File: src/rtl/mod503_pkg.sv
// mod503_pkg: shared constants, types and helpers for the mod-503 chunk residue engine.
// Rev 1.0
`default_nettype none

package mod503_pkg;

  localparam int MOD     = 503;
  localparam int RES_W   = 9;
  localparam int CHUNK_W = 6;

  typedef logic [RES_W-1:0]   res_t;
  typedef logic [CHUNK_W-1:0] chunk_t;

  typedef enum logic [1:0] {
    IDLE = 2'd0,
    RUN  = 2'd1,
    DONE = 2'd2
  } state_t;

  // Both operands are below MOD, so one conditional subtract brings the sum back in range.
  function automatic res_t mod_add(input res_t a, input res_t b);
    logic [RES_W:0] s;
    s = {1'b0, a} + {1'b0, b};
    if (s >= (RES_W+1)'(MOD)) s = s - (RES_W+1)'(MOD);
    return s[RES_W-1:0];
  endfunction

  function automatic int weight_of(input int k);
    int r;
    r = 1;
    for (int j = 0; j < k; j++) r = (r * (1 << CHUNK_W)) % MOD;
    return r;
  endfunction

endpackage

`default_nettype wire

File: src/rtl/mod503_weight_lut.sv
// mod503_weight_lut: combinational (chunk * 2^(6k)) mod 503 for chunk position k.
// Rev 1.0
`default_nettype none

module mod503_weight_lut
  import mod503_pkg::*;
#(
  parameter int NCHUNK = 10,
  parameter int K_W    = 4
) (
  input  chunk_t         i_chunk,
  input  logic [K_W-1:0] i_k,
  output res_t           o_weight
);

  res_t w_table [NCHUNK];

  for (genvar g = 0; g < NCHUNK; g++) begin : g_pos
    localparam int c_WEIGHT = weight_of(g);
    logic [CHUNK_W+RES_W-1:0] w_prod;
    assign w_prod     = (CHUNK_W+RES_W)'(i_chunk) * (CHUNK_W+RES_W)'(c_WEIGHT);
    assign w_table[g] = res_t'(w_prod % (CHUNK_W+RES_W)'(MOD));
  end

  always_comb begin
    o_weight = '0;
    for (int j = 0; j < NCHUNK; j++) begin
      if (i_k == K_W'(j)) o_weight = w_table[j];
    end
  end

endmodule

`default_nettype wire

File: src/rtl/mod503_chunk_reduce_seq.sv
// mod503_chunk_reduce_seq: reduces an OP_W-bit operand mod 503, one 6-bit chunk per cycle.
// Optional MOD503_ZERO_SKIP_EN ends the walk early once the remaining operand is zero. Rev 1.0
`default_nettype none

module mod503_chunk_reduce_seq
  import mod503_pkg::*;
#(
  parameter int OP_W = 60
) (
  input  logic            clk,
  input  logic            rst_n,
  input  logic            in_valid,
  output logic            in_ready,
  input  logic [OP_W-1:0] in_data,
  output logic            out_valid,
  input  logic            out_ready,
  output logic [RES_W-1:0] out_res,
  output logic            busy
);

  localparam int NCHUNK = OP_W / CHUNK_W;
  localparam int K_W    = (NCHUNK > 1) ? $clog2(NCHUNK) : 1;

  state_t          r_state;
  logic [OP_W-1:0] r_shreg;
  logic [K_W-1:0]  r_k;
  res_t            r_acc;
  res_t            r_out_res;
  logic            r_in_ready;
  logic            r_out_valid;
  logic            r_busy;

  res_t            w_weight;
  res_t            w_acc_next;
  logic            w_last;

  mod503_weight_lut #(
    .NCHUNK (NCHUNK),
    .K_W    (K_W)
  ) u_lut (
    .i_chunk  (r_shreg[CHUNK_W-1:0]),
    .i_k      (r_k),
    .o_weight (w_weight)
  );

  assign w_acc_next = mod_add(r_acc, w_weight);

`ifdef MOD503_ZERO_SKIP_EN
  logic w_zero;
  assign w_zero = (r_shreg == '0);
  assign w_last = (r_k == K_W'(NCHUNK-1)) || ((r_shreg >> CHUNK_W) == '0);
`else
  assign w_last = (r_k == K_W'(NCHUNK-1));
`endif

  always_ff @(posedge clk or negedge rst_n) begin
    if (!rst_n) begin
      r_state     <= IDLE;
      r_shreg     <= '0;
      r_k         <= '0;
      r_acc       <= '0;
      r_out_res   <= '0;
      r_in_ready  <= 1'b1;
      r_out_valid <= 1'b0;
      r_busy      <= 1'b0;
    end else begin
      case (r_state)
        IDLE: begin
          if (in_valid && r_in_ready) begin
            r_shreg    <= in_data;
            r_acc      <= '0;
            r_k        <= '0;
            r_state    <= RUN;
            r_in_ready <= 1'b0;
            r_busy     <= 1'b1;
          end
        end
        RUN: begin
`ifdef MOD503_ZERO_SKIP_EN
          if (w_zero) begin
            r_state     <= DONE;
            r_out_res   <= r_acc;
            r_out_valid <= 1'b1;
          end else
`endif
          begin
            r_acc   <= w_acc_next;
            r_shreg <= r_shreg >> CHUNK_W;
            r_k     <= r_k + 1'b1;
            // Result is latched separately so it survives the next operand's acc clear.
            if (w_last) begin
              r_state     <= DONE;
              r_out_res   <= w_acc_next;
              r_out_valid <= 1'b1;
            end
          end
        end
        DONE: begin
          if (out_ready) begin
            r_state     <= IDLE;
            r_out_valid <= 1'b0;
            r_in_ready  <= 1'b1;
            r_busy      <= 1'b0;
          end
        end
        default: begin
          r_state     <= IDLE;
          r_in_ready  <= 1'b1;
          r_out_valid <= 1'b0;
          r_busy      <= 1'b0;
        end
      endcase
    end
  end

  assign in_ready  = r_in_ready;
  assign out_valid = r_out_valid;
  assign out_res   = r_out_res;
  assign busy      = r_busy;

endmodule

`default_nettype wire

File: config.mk
export PLATFORM = sky130hd
export DESIGN_NAME = mod503_chunk_reduce_seq
export DESIGN_NICKNAME = d
export VERILOG_FILES = /design/src/rtl/mod503_pkg.sv /design/src/rtl/mod503_weight_lut.sv /design/src/rtl/mod503_chunk_reduce_seq.sv
export SDC_FILE = /design/constraint.sdc
export NUM_CORES = 1
export LEC_CHECK = 0
export ABC_AREA = 1
export CAP_MARGIN = 30
export CORE_MARGIN = 2
export CORE_UTILIZATION = 55
export CTS_CLUSTER_SIZE = 16
export DETAILED_ROUTE_END_ITERATION = 7
export PLACE_DENSITY = 0.73
export SLEW_MARGIN = 30
export SYNTH_ARGS = -nofsm -noshare
export SYNTH_HDL_FRONTEND = slang
export SYNTH_HIERARCHICAL = 1
export SYNTH_SLANG_ARGS = --single-unit
export TNS_END_PERCENT = 50
File: constraint.sdc
create_clock -name clk -period 11.78 [get_ports clk]
set_input_delay 1.178 -clock clk [delete_from_list [all_inputs] [get_ports clk]]
set_output_delay 1.178 -clock clk [all_outputs]
set_load 0.03 [all_outputs]
==> out/qor.yml, run 1 <==
first_global_vias: 19200
place_area_um2: 20500
die_h_um: 192
yosysSeqAreaShare_pct: 11.2
critPathMostFrequentCell: "nand2_1"
grt_antenna_before_repair: 0
worstMarginPinSlew_ns: 0.778
synthArstFlopShare_pct: 100
setup_viol: 0
r2r_slack_ns: 1.01
grt_max_degree: 81
hold_viol_final: 0
cp_max_fo: 14
final_cell_mix: "nand2_1 (989), inv_1 (468), nor2_1 (368)"
setup_tns_ns: 0
yosysUniqueCellTypes: 75
crit_slowest_cell: "fa_1"
relSlewSlack_pct: 47.9
synth_area_per_cell_um2: 5.79
status: "complete, no violations"
drive_above_1_share_pct: 7.82
min_to: "out_res[3]"
path_class: "reg2reg"
multiInputGateArea_um2: 15100
grt_pass1_wl_mm: 92.3
place_hpwl_mm: 45.4
start_util_pct: 56.0
dieArea_um2: 36800
layout.cells.most_common: "nand2_1"
fin_crit_ns: 10.77
wl_per_cell_um: 14.5
regArea_um2: 2180
grt-ovfl-total: 0
root_buffer: "clkbuf_16"
ys_warn_count: 6
start_kind: "register"
arrival_ns: 11.05
rr_endpoint: "out_res[2]"
drt_pass1_iterations: 6
area_growth_pct: 8.56
reg2reg_depth: 64
fin_area_um2: 21100
die_x_um: 192
max_freq_mhz: 92.9
cts_buffers: 9
drt_iter0_markers: 1630
fin_cells: 3868
cts_tree: "built"
final_nets: 3631
ys_seq_elements: 87
yosys-top-cells-area: "nand2_1 (19%), dfrtp_1 (11%), inv_1 (9.1%)"
end_kind: "register"
rows: 68
min_path_type: "reg2reg"
cts_htree_levels: 3
fin_skew_ns: 0.0118
path_clk_slew_ns: 0.07
core_um2: 34600
clockBufferDepth: 2
clkLatencyLatePin_ns: 0.35
drc: 0
cap_violations: 0
cp.required_ns: 12.07
rsz0062_at_grt: "false"
worstReg2RegStart: "r_shreg[4]"
routed_wl_mm: 55.9
maxSlewViolCount: 0
period_share_pct: 91.4
cts.sinks: 87
place_inst: 3844
crit_path_max_incr_delay_ns: 0.55
synth_flop_cell: "dfrtp_1"
synth_area_um2: 19400
holdBufCountCts: 0
viasPerCell: 5.50
diodes: 0
postRouteAntennaNets: 0
syn_nets: 3573
holdPathStages: 2
hp-start: "out_res[3]"
grt_usage_pct: 30.2
synth_top_cell_by_area: "nand2_1"
fill_cells: 3418
gp_congestion: 0.973
synth_edf_count: 0
num_vias: 21300
netlist.area_leader.share_pct: 19.3
syn_inst: 3350
port_buffers: 75
io_pins: 76
## synthesized netlist by cell type, types with 6 or more instances
cell	number
or2_2	16
xnor2_1	31
nand3b_1	18
nor2_2	20
nand3_4	10
clkbuf_1	17
nand3_1	329
nand2_1	996
buf_2	13
nor3_1	37
nor2_4	9
nand2_4	8
o21ai_1	13
nand2_2	73
inv_2	17
dfrtp_1	86
o21bai_1	6
inv_1	470
o22ai_1	60
fa_1	24
o21ai_0	115
nand4_1	82
a21oi_1	92
ha_1	135
buf_6	12
a22o_1	6
nand3_2	14
nor2_1	372
xor2_1	160
o21ai_2	15
o211ai_1	17
## through the flow
step	hold WS (ns)	setup WS (ns)	utilization, %
5_1_grt	0.513	0.0188	60.8
2_1_floorplan	0.455	1.84	-
3_5_place_dp	0.470	0.409	59.2
6_report	0.491	1.01	60.8
3_3_place_gp	0.475	0.649	59.2
4_1_cts	0.491	0.396	60.2
## worst max-delay path, delay by kind of cell, from the launching register on
kind	cells	cell delay, ns
and+or+nand+nor	39	4.53
adders and majority gates	8	2.88
AOI/OAI and AO/OA	6	1.15
buffers and inverters	9	1.12
DFF	1	0.53
xor gates and xnor gates	2	0.46
## state kept, by name, summed over array words and instances, names as in the netlist
| signal | cells |
|---|---|
| out_res | 9 |
| busy | 1 |
| r_k | 4 |
| r_shreg | 60 |
| in_ready | 1 |
| r_acc | 9 |
| out_valid | 1 |
| r_state | 2 |
## worst max path at each step
stage / startpoint / endpoint / slack, ns / depth (start not counted)
floorplan: r_shreg[0] / out_res[8] / 1.84 / 65
global placement: r_shreg[0] / r_acc[5] / 0.65 / 64
detailed placement: r_shreg[0] / r_acc[5] / 0.41 / 64
CTS: r_shreg[0] / r_acc[2] / 0.40 / 64
global route: r_shreg[0] / out_res[0] / 0.02 / 70
finish: r_shreg[4] / out_res[2] / 1.01 / 64
## logic make-up after synthesis
family,after synthesis,share of synthesized area [%]
AND/OR/NAND/NOR,2007,46.5
buffers and inverters,546,11.4
AO/OA/AOI/OAI,358,11.0
XOR/XNOR,192,8.71
adder cells (fa/ha/maj),159,11.2
flip-flops,87,11.2
other,1,0.0193
## layout make-up
class	instances	share of cell area (%)
multi-input cells	2717	71.9
flip-flops and latches	87	10.4
inverters	493	8.83
repair buffers	100	4.56
well taps	455	2.70
clock buffers	11	1.11
clock inverters	5	0.505
## timing repair
item	4_1_cts	5_1_grt
setup endpoints to repair	0	18
buffers inserted	0	8
resized for setup	0	36
## routing by layer
metal	track usage [%]	share of wire, %	vias up	wire length, µm
li1	-	-	10900	-
met4	6.63	2.0	0	1110
met1	43.7	48	9690	27000
met2	48.0	44	595	24600
met3	3.45	5.7	66	3200
met5	0	0	-	0
Power of run 1 is not shown: default switching activity piles up to over one toggle a cycle in this logic, so the estimate is an artifact.
==> run 2: changes to the inputs <==
==> constraint.sdc (replaced) <==
create_clock -name clk -period 11.78 [get_ports clk]
set_input_delay 1.178 -clock clk [delete_from_list [all_inputs] [get_ports clk]]
set_output_delay 1.178 -clock clk [all_outputs]
set_load 0.01 [all_outputs]
==> results of run 2 <==
The final DEF is identical to that of run 1; final timing and power are the same.
Power of run 2 is left out for the same reason.
==> run 3: changes to the inputs <==
Settings changed: CTS_CLUSTER_DIAMETER set to 120.
Clock period 11.78 ns to 10.01 ns, I/O delays scaled along.
==> run 3 against run 2 <==
Global-route usage rose by 0.44 points. Worst hold slack worse by 0.00074 ns. Worst setup slack got worse by 0.59 ns. Wire length up 8.1%. Register-to-register slack lost 0.59 ns. Clock-buffer cell count decreased by 1. Utilization increased by 7.8 points. Via count is 4.8% higher. First-iteration DRC count is 4.7% lower. Clock skew is essentially flat. Critical path depth decreased by 2. Critical endpoint is now r_acc[2]. Sequential share of layout area down 1.2 points.
==> out/qor.yml, run 3 (synthesis gave the netlist of run 1 again) <==
arrival_ns: 9.87  # -1.18 ns
root_buffer: "clkbuf_16"
critPathMostFrequentCell: "nand2_2"
die_x_um: 192  # unchanged
place_inst: 3939  # +2.5%
num_vias: 22300  # +4.8%
grt-ovfl-total: 0  # unchanged
dieArea_um2: 36800  # unchanged
layout.cells.most_common: "nand2_1"
place_hpwl_mm: 46.4  # +2.1%
postRouteAntennaNets: 0  # unchanged
drc: 0  # unchanged
core_um2: 34600  # unchanged
cts_tree: "built"
final_cell_mix: "nand2_1 (921), inv_1 (447), nor2_1 (332)"
fin_cells: 4062  # +5.0%
first_global_vias: 19900  # +3.5%
drive_above_1_share_pct: 19.0  # +11 points
start_kind: "register"
diodes: 0  # unchanged
gp_congestion: 0.994  # +2.1%
holdBufCountCts: 0  # unchanged
place_area_um2: 21200  # +3.4%
start_util_pct: 56.0  # unchanged
min_to: "out_res[7]"
cp_max_fo: 12  # -2
cts_buffers: 9  # unchanged
regMostFlops: "r_shreg"
routed_wl_mm: 60.5  # +8.1%
worstReg2RegStart: "r_shreg[1]"
min_path_type: "reg2reg"
cts_htree_levels: 3  # unchanged
grt_usage_pct: 30.7  # +0.44 points
clkLatencyLatePin_ns: 0.36  # about the same
fin_area_um2: 23800  # +13%
max_freq_mhz: 104  # +12%
viasPerCell: 5.48  # -0.20%
relSlewSlack_pct: 38.0  # -9.9 points
holdPathStages: 2  # unchanged
path_class: "reg2reg"
clockBufferDepth: 2  # unchanged
die_h_um: 192  # unchanged
io_pins: 76  # unchanged
reg2reg_depth: 62  # -3.1%
period_share_pct: 95.7  # +4.3 points
setup_viol: 0  # unchanged
hold_viol_final: 0  # unchanged
rr_endpoint: "r_acc[2]"
grt_antenna_before_repair: 0  # unchanged
cap_violations: 0  # unchanged
end_kind: "register"
wl_per_cell_um: 14.9  # +3.0%
grt_pass1_wl_mm: 93.8  # +1.6%
crit_slowest_cell: "fa_2"
r2r_slack_ns: 0.43  # -0.59 ns
path_clk_slew_ns: 0.07  # about the same
port_buffers: 75  # unchanged
worstMarginPinSlew_ns: 0.923  # +0.145 ns
cp.required_ns: 10.30  # -1.77 ns
grt_max_degree: 61  # -25%
rows: 68  # unchanged
crit_path_max_incr_delay_ns: 0.55  # about the same
final_nets: 3825  # +5.3%
drt_pass1_iterations: 6  # unchanged
fin_skew_ns: 0.0119  # +0.0000984 ns
dp_slack_ns: -0.496  # -0.905 ns
drt_iter0_markers: 1553  # -4.7%
cts.sinks: 87  # unchanged
setup_ws_ns: 0.426  # -0.586 ns
area_growth_pct: 22.5
hp-start: "out_res[7]"
largest_reg_flops: 60  # unchanged
maxSlewViolCount: 0  # unchanged
fin_crit_ns: 9.58  # -1.18 ns
status: "complete, no violations"
-- run 3: cell count changes in the layout (fill, tap and decap cells not counted), moves of 15 or more --
cell,before,now
nor2_1,368,332
buf_4,23,193
nand3_1,328,303
ha_1,131,106
nand2_2,74,131
nand2_1,989,921
inv_2,18,38
nand3_2,14,38
nor2_4,10,31
inv_1,468,447
ha_4,1,21
nand2_4,14,31
nor2_2,23,38
o21ai_0,114,91
-- run 3: area by class of cell --
type | instances | area (µm²)
Multi-Input combinational cell | 2729 | 16500
Fill cell | 3086 | 10900
Sequential cell | 87 | 2180
Tap cell | 455 | 569
Inverter | 493 | 1860
Clock buffer | 10 | 229
Timing Repair Buffer | 282 | 2390
Clock inverter | 6 | 52.6
-- run 3: how the worst max path moves through the flow --
stage	start	end	slack, ns	cells past startpoint
after floorplan	r_shreg[0]	out_res[8]	0.07	65
after global placement	r_shreg[1]	out_res[5]	-0.33	65
after detailed placement	r_shreg[1]	out_res[4]	-0.50	65
after CTS	r_shreg[1]	r_acc[2]	0.0002	71
after global routing	r_shreg[1]	out_res[4]	-0.18	64
final	r_shreg[1]	r_acc[2]	0.43	62
-- run 3: through the flow --
| stage | setup TNS (ns) | hold WS (ns) | util [%] |
|---|---|---|---|
| floorplan | 0 | 0.455 | - |
| global placement | -5.75 | 0.471 | 61.2 |
| detailed placement | -8.62 | 0.467 | 61.2 |
| CTS | 0 | 0.492 | 62.8 |
| global route | -2.47 | 0.510 | 68.6 |
| finish | 0 | 0.490 | 68.6 |
-- run 3: worst max-delay path: cells and delay by family, from the launching register on --
family / cells / cell delay (ns)
AOI/OAI and AO/OA: 4 / 0.52
and+or+nand+nor: 44 / 5.36
adders and majority gates: 8 / 2.32
xor gates and xnor gates: 1 / 0.22
DFF: 1 / 0.45
buffers and inverters: 5 / 0.64
-- run 3: layer usage --
| layer | part of all wire (%) | up-vias | GRT usage (%) |
|---|---|---|---|
| met5 | 0 | - | 0 |
| met4 | 2.2 | 0 | 7.34 |
| met3 | 5.1 | 85 | 2.85 |
| met2 | 47 | 615 | 50.8 |
| met1 | 46 | 10300 | 42.9 |
| li1 | - | 11300 | - |
-- run 3: timing repair --
action,4_1_cts,5_1_grt
buffers inserted,8,86
setup endpoints to repair,18,18
pin swaps,7,131
resized for setup,38,332
cloned,2,11
Power of run 3 is left out for the same reason.
